[src/rtl/mem_arb_pkg.sv]
// Shared constants for the memory port arbiter:
// FSM state encoding, owner codes and starvation counter width.
package mem_arb_pkg;

   localparam logic [1:0] ST_IDLE = 2'd0;
   localparam logic [1:0] ST_BUSY = 2'd1;
   localparam logic [1:0] ST_DONE = 2'd2;

   typedef enum logic [1:0] {
      S_IDLE = ST_IDLE,
      S_BUSY = ST_BUSY,
      S_DONE = ST_DONE
   } state_e;

   localparam logic OWNER_I = 1'b0;
   localparam logic OWNER_D = 1'b1;

   localparam int STARVE_CNT_W = 4;

endpackage

[src/rtl/mem_arb_starve_ctr.sv]
// Starvation counter and winner select for the memory port arbiter.
// Ports: clk, reset (async active-low), ic_req, dc_req, grant (strobe), pick_d.
module mem_arb_starve_ctr
   import mem_arb_pkg::*;
#(
   parameter int STARVE_LIMIT = 3
) (
   input  logic clk,
   input  logic reset,
   input  logic ic_req,
   input  logic dc_req,
   input  logic grant,
   output logic pick_d
);

   localparam logic [STARVE_CNT_W-1:0] LIMIT =
      STARVE_CNT_W'(STARVE_LIMIT);

   logic [STARVE_CNT_W-1:0] r_cnt;
   logic                    w_starved;

   assign w_starved = (r_cnt == LIMIT);

   // D wins ties unless I has been passed over LIMIT times.
   assign pick_d = dc_req & ~(ic_req & w_starved);

   always_ff @(posedge clk or negedge reset) begin
      if (!reset) begin
         r_cnt <= '0;
      end else if (grant) begin
         if (pick_d == OWNER_I) begin
            r_cnt <= '0;
         end else if (ic_req && !w_starved) begin
            r_cnt <= r_cnt + 1'b1;
         end
      end
   end

endmodule

[src/rtl/mem_port_arbiter.sv]
// Shares one main-memory port between I-cache fills and D-cache fills/write-backs.
// Ports: ic_* / dc_* cache miss interfaces, mem_* memory handshake, busy, owner_d.
module mem_port_arbiter
   import mem_arb_pkg::*;
#(
   parameter int ADDR_W       = 32,
   parameter int LINE_W       = 128,
   parameter int STARVE_LIMIT = 3
) (
   input  logic              clk,
   input  logic              reset,
   input  logic              ic_req,
   input  logic [ADDR_W-1:0] ic_addr,
   output logic              ic_ack,
   output logic [LINE_W-1:0] ic_rdata,
   input  logic              dc_req,
   input  logic              dc_we,
   input  logic [ADDR_W-1:0] dc_addr,
   input  logic [LINE_W-1:0] dc_wdata,
   output logic              dc_ack,
   output logic [LINE_W-1:0] dc_rdata,
   output logic              mem_req,
   output logic              mem_we,
   output logic [ADDR_W-1:0] mem_addr,
   output logic [LINE_W-1:0] mem_wdata,
   input  logic              mem_ready,
   input  logic [LINE_W-1:0] mem_rdata,
   output logic              busy,
   output logic              owner_d
);

   state_e              r_state;
   state_e              w_state_nxt;
   logic                r_owner_d;
   logic                r_mem_we;
   logic [ADDR_W-1:0]   r_mem_addr;
   logic [LINE_W-1:0]   r_mem_wdata;
   logic [LINE_W-1:0]   r_line;
   logic                w_grant;
   logic                w_capture;
   logic                w_pick_d;

   mem_arb_starve_ctr #(
      .STARVE_LIMIT(STARVE_LIMIT)
   ) u_starve (
      .clk    (clk),
      .reset  (reset),
      .ic_req (ic_req),
      .dc_req (dc_req),
      .grant  (w_grant),
      .pick_d (w_pick_d)
   );

   always_ff @(posedge clk or negedge reset) begin
      if (!reset) begin
         r_state <= S_IDLE;
      end else begin
         r_state <= w_state_nxt;
      end
   end

   always_comb begin
      w_state_nxt = r_state;
      w_grant     = 1'b0;
      w_capture   = 1'b0;
      unique case (r_state)
         S_IDLE: begin
            if (ic_req || dc_req) begin
               w_grant     = 1'b1;
               w_state_nxt = S_BUSY;
            end
         end
         S_BUSY: begin
            if (mem_ready) begin
               w_capture   = 1'b1;
               w_state_nxt = S_DONE;
            end
         end
         S_DONE: w_state_nxt = S_IDLE;
         default: w_state_nxt = S_IDLE;
      endcase
   end

   always_ff @(posedge clk or negedge reset) begin
      if (!reset) begin
         r_owner_d   <= OWNER_I;
         r_mem_we    <= 1'b0;
         r_mem_addr  <= '0;
         r_mem_wdata <= '0;
         r_line      <= '0;
      end else begin
         if (w_grant) begin
            r_owner_d   <= w_pick_d;
            r_mem_we    <= w_pick_d & dc_we;
            r_mem_addr  <= w_pick_d ? dc_addr : ic_addr;
            r_mem_wdata <= w_pick_d ? dc_wdata : '0;
         end
         // Write-backs leave the last fetched line in place.
         if (w_capture && !r_mem_we) begin
            r_line <= mem_rdata;
         end
      end
   end

   assign mem_req   = (r_state == S_BUSY);
   assign busy      = (r_state != S_IDLE);
   assign ic_ack    = (r_state == S_DONE) & (r_owner_d == OWNER_I);
   assign dc_ack    = (r_state == S_DONE) & (r_owner_d == OWNER_D);
   assign mem_we    = r_mem_we;
   assign mem_addr  = r_mem_addr;
   assign mem_wdata = r_mem_wdata;
   assign ic_rdata  = r_line;
   assign dc_rdata  = r_line;
   assign owner_d   = r_owner_d;

endmodule

[config.mk]
export PLATFORM = sky130hd
export DESIGN_NAME = mem_port_arbiter
export DESIGN_NICKNAME = d
export VERILOG_FILES = /design/src/rtl/mem_arb_pkg.sv /design/src/rtl/mem_arb_starve_ctr.sv /design/src/rtl/mem_port_arbiter.sv
export SDC_FILE = /design/constraint.sdc
export NUM_CORES = 1
export LEC_CHECK = 0
export ABC_AREA = 1
export ABC_CLOCK_PERIOD_IN_PS = 4600
export CORE_AREA = 2 2 289 291
export DETAILED_ROUTE_END_ITERATION = 8
export DIE_AREA = 0 0 291 293
export PLACE_DENSITY = 0.5
export SLEW_MARGIN = 10
export SYNTH_ARGS = -nofsm -noshare
export SYNTH_HDL_FRONTEND = slang
export SYNTH_SLANG_ARGS = --single-unit
[constraint.sdc]
create_clock -name clk -period 4.6 [get_ports clk]
set_clock_uncertainty 0.1 [all_clocks]
set_input_delay 1.15 -clock clk [delete_from_list [all_inputs] [get_ports clk]]
set_output_delay 1.15 -clock clk [all_outputs]
set_load 0.01 [all_outputs]
==> metrics.cfg <==
[power_and_ir_drop]
ir_drop_mv = 0.485
leakage_uw = 0.0104
p_per_area_mw_per_mm2 = 697

[layout]
final_cell_mix = 746 x clkdlybuf4s50_1, 623 x nand2_1, 325 x nand3_1
area_growth_pct = 66.8
fillCellCount = 8874
final_common_cell = clkdlybuf4s50_1
num-nets-final = 2472
drive_gt1_frac = 0.0415
diodes = 0

[synthesis]
seq_area_frac_synth = 0.559
syn_avg_cell_area_um2 = 8.47
synthCells = 1565
yosys_warnings = 0
syn-num-nets = 1892
ys_ff_latch = 296
syn_area_mm2 = 0.0133
synth_cell_type_count = 18

[sta]
drv_slew = 0
final.setup.tns_ns = 0
layout_setup_ws_ns = 1.45
hold_violations = 0
setup_viol = 0
period_minus_slack_ns = 3.15
period_share = 0.684
timing.fmax_ghz = 0.318
rsz0062_at_grt = false
worst_pin_slew_ns = 0.960
max_slew_margin = 0.360

[route]
drc = 0
drtIter0Drc = 609
dr.pass1.iters = 4
postRouteAntennaNets = 0
post_drt_via_cell_ratio = 3.84
routedWlPerCell_um = 17.9
wl_um = 57900
vias = 12400

[cts]
cts_setup_buffers = 0
clock-sinks = 296
ctsResizeCount = 0
cts_buffer_depth = 3
cts_tree = done
root_buffer = clkbuf_16
postCtsHoldBufs = 0
h-tree-depth = 2
clk_latency_ns = 0.54
clkTransAtPathRegs_ns = 0.06
numCtsBuffers = 38

[setup_path]
max_stage_delay_ns = 0.68
r2r-start = mem_we$_DFFE_PN0P_
required_ns = 3.35
path_class = flop to primary output
crit_fanout = 5
arrival_ns = 1.90
crit_path_top_delay_cell = clkdlybuf4s50_1
crit_chain = inv_1 > nor3_1 > clkdlybuf4s50_1
critical_path.startpoint_type = flop
crit_start = r_state[1]$_DFFE_PN0P_
end_kind = primary output

[min_path]
hp-start = mem_wdata[72]$_DFFE_PN0P_
hold_class = flop to flop

[global_route]
grt_usage = 0.132
overflow = 0
grt_pass1_vias = 12600
antenna_found_initial = 6
grt_pass1_wl_um = 85300
grt_max_degree = 165

[outcome]
outcome = finished clean

[floorplanning]
rows = 105
dieWidth_um = 291
num_io_pins = 748
core-area_mm2 = 0.0818
dieArea_mm2 = 0.0853
initial_utilization = 0.162
die_h_um = 293

[place]
dp_slack_ns = 1.40
portBuffers = 747
place.gp.congestion = 0.784
dp_hpwl_um = 42900

[flow_run]
max_cap_viol_count = 0

power breakdown:
part | internal (uW) | total (uW) | switching, uW
Sequential | 3890 | 4990 | 1100
Combinational | 3920 | 7490 | 3570
Clock | 1770 | 2940 | 1160
sequential cells by signal (all words and copies together), names as in the netlist:
signal	count
r_state	2
dc_rdata	128
mem_addr	32
mem_we	1
mem_wdata	128
owner_d	1
u_starve.r_cnt	4
cell families after synthesis:
kind of cell               count (synthesis)  share of synthesized area
and+or+nand+nor                          961                      0.305
buffers and inverters                    303                      0.134
DFF                                      296                      0.559
AOI/OAI and AO/OA                          4                    0.00179
adders and majority gates                  1                   0.000944
stage by stage:
| step | area, um2 | utilization | cells | hold WS [ns] | total power [uW] |
|---|---|---|---|---|---|
| after global routing | 22100 | 0.270 | 3237 | 0.395 | 16500 |
| after CTS | 22100 | 0.270 | 3237 | 0.378 | 15700 |
| after detailed placement | 20900 | 0.255 | 3175 | 0.364 | 12600 |
| final | 22100 | 0.270 | 3237 | 0.374 | 15400 |
| after global placement | 20900 | 0.255 | 3175 | 0.361 | 12600 |
| after floorplan | 13300 | - | 1565 | 0.379 | 8320 |
path summary, 6_finish.rpt:
| kind | endpoint | slack (ns) | cells past startpoint |
|---|---|---|---|
| max | ic_ack | 1.45 | 3 |
| max reg2reg | dc_rdata[33]$_DFFE_PN0P_ | 2.45 | 4 |
| min in group asynchronous | mem_wdata[124]$_DFFE_PN0P_ | 0.53 | 1 |
| min | mem_wdata[72]$_DFFE_PN0P_ | 0.37 | 2 |
| max in group asynchronous | dc_rdata[46]$_DFFE_PN0P_ | 2.88 | 2 |
| min reg2reg | mem_wdata[72]$_DFFE_PN0P_ | 0.37 | 2 |
cells in the mapped netlist:
cell / number / area share
dfrtp_1: 296 / 0.56
nor2_1: 6 / 0.0017
buf_2: 51 / 0.019
or2_2: 1 / 0.00047
nand2_1: 624 / 0.18
and3_1: 1 / 0.00047
nand2_4: 1 / 0.00085
o21ai_0: 3 / 0.0011
nor3_2: 1 / 0.00076
buf_4: 152 / 0.086
nor3_1: 1 / 0.00038
nand3_1: 325 / 0.12
ha_1: 1 / 0.00094
inv_2: 4 / 0.0011
inv_1: 70 / 0.020
nand2_2: 1 / 0.00047
clkbuf_1: 26 / 0.0074
o21ai_2: 1 / 0.00066
layer usage:
metal,track usage,part of all wire
met1,0.160,0.41
met2,0.223,0.49
met3,0.0415,0.075
met4,0.0417,0.030
met5,0,0.00028
critical path: cells and delay by family, from the launching register on:
kind | cells | cell delay (ns)
buffers and inverters | 2 | 0.76
DFF | 1 | 0.43
and+or+nand+nor | 1 | 0.16
cell type report:
type	instances	area, um2	area share
Clock inverter	6	65.1	0.00294
Multi-Input combinational cell	966	4090	0.185
Inverter	74	285	0.0129
Tap cell	1070	1340	0.0606
Clock buffer	56	1150	0.0520
Timing Repair Buffer	769	7760	0.351
Sequential cell	296	7410	0.335
No activity file was read; power rests on OpenSTA's default activity.
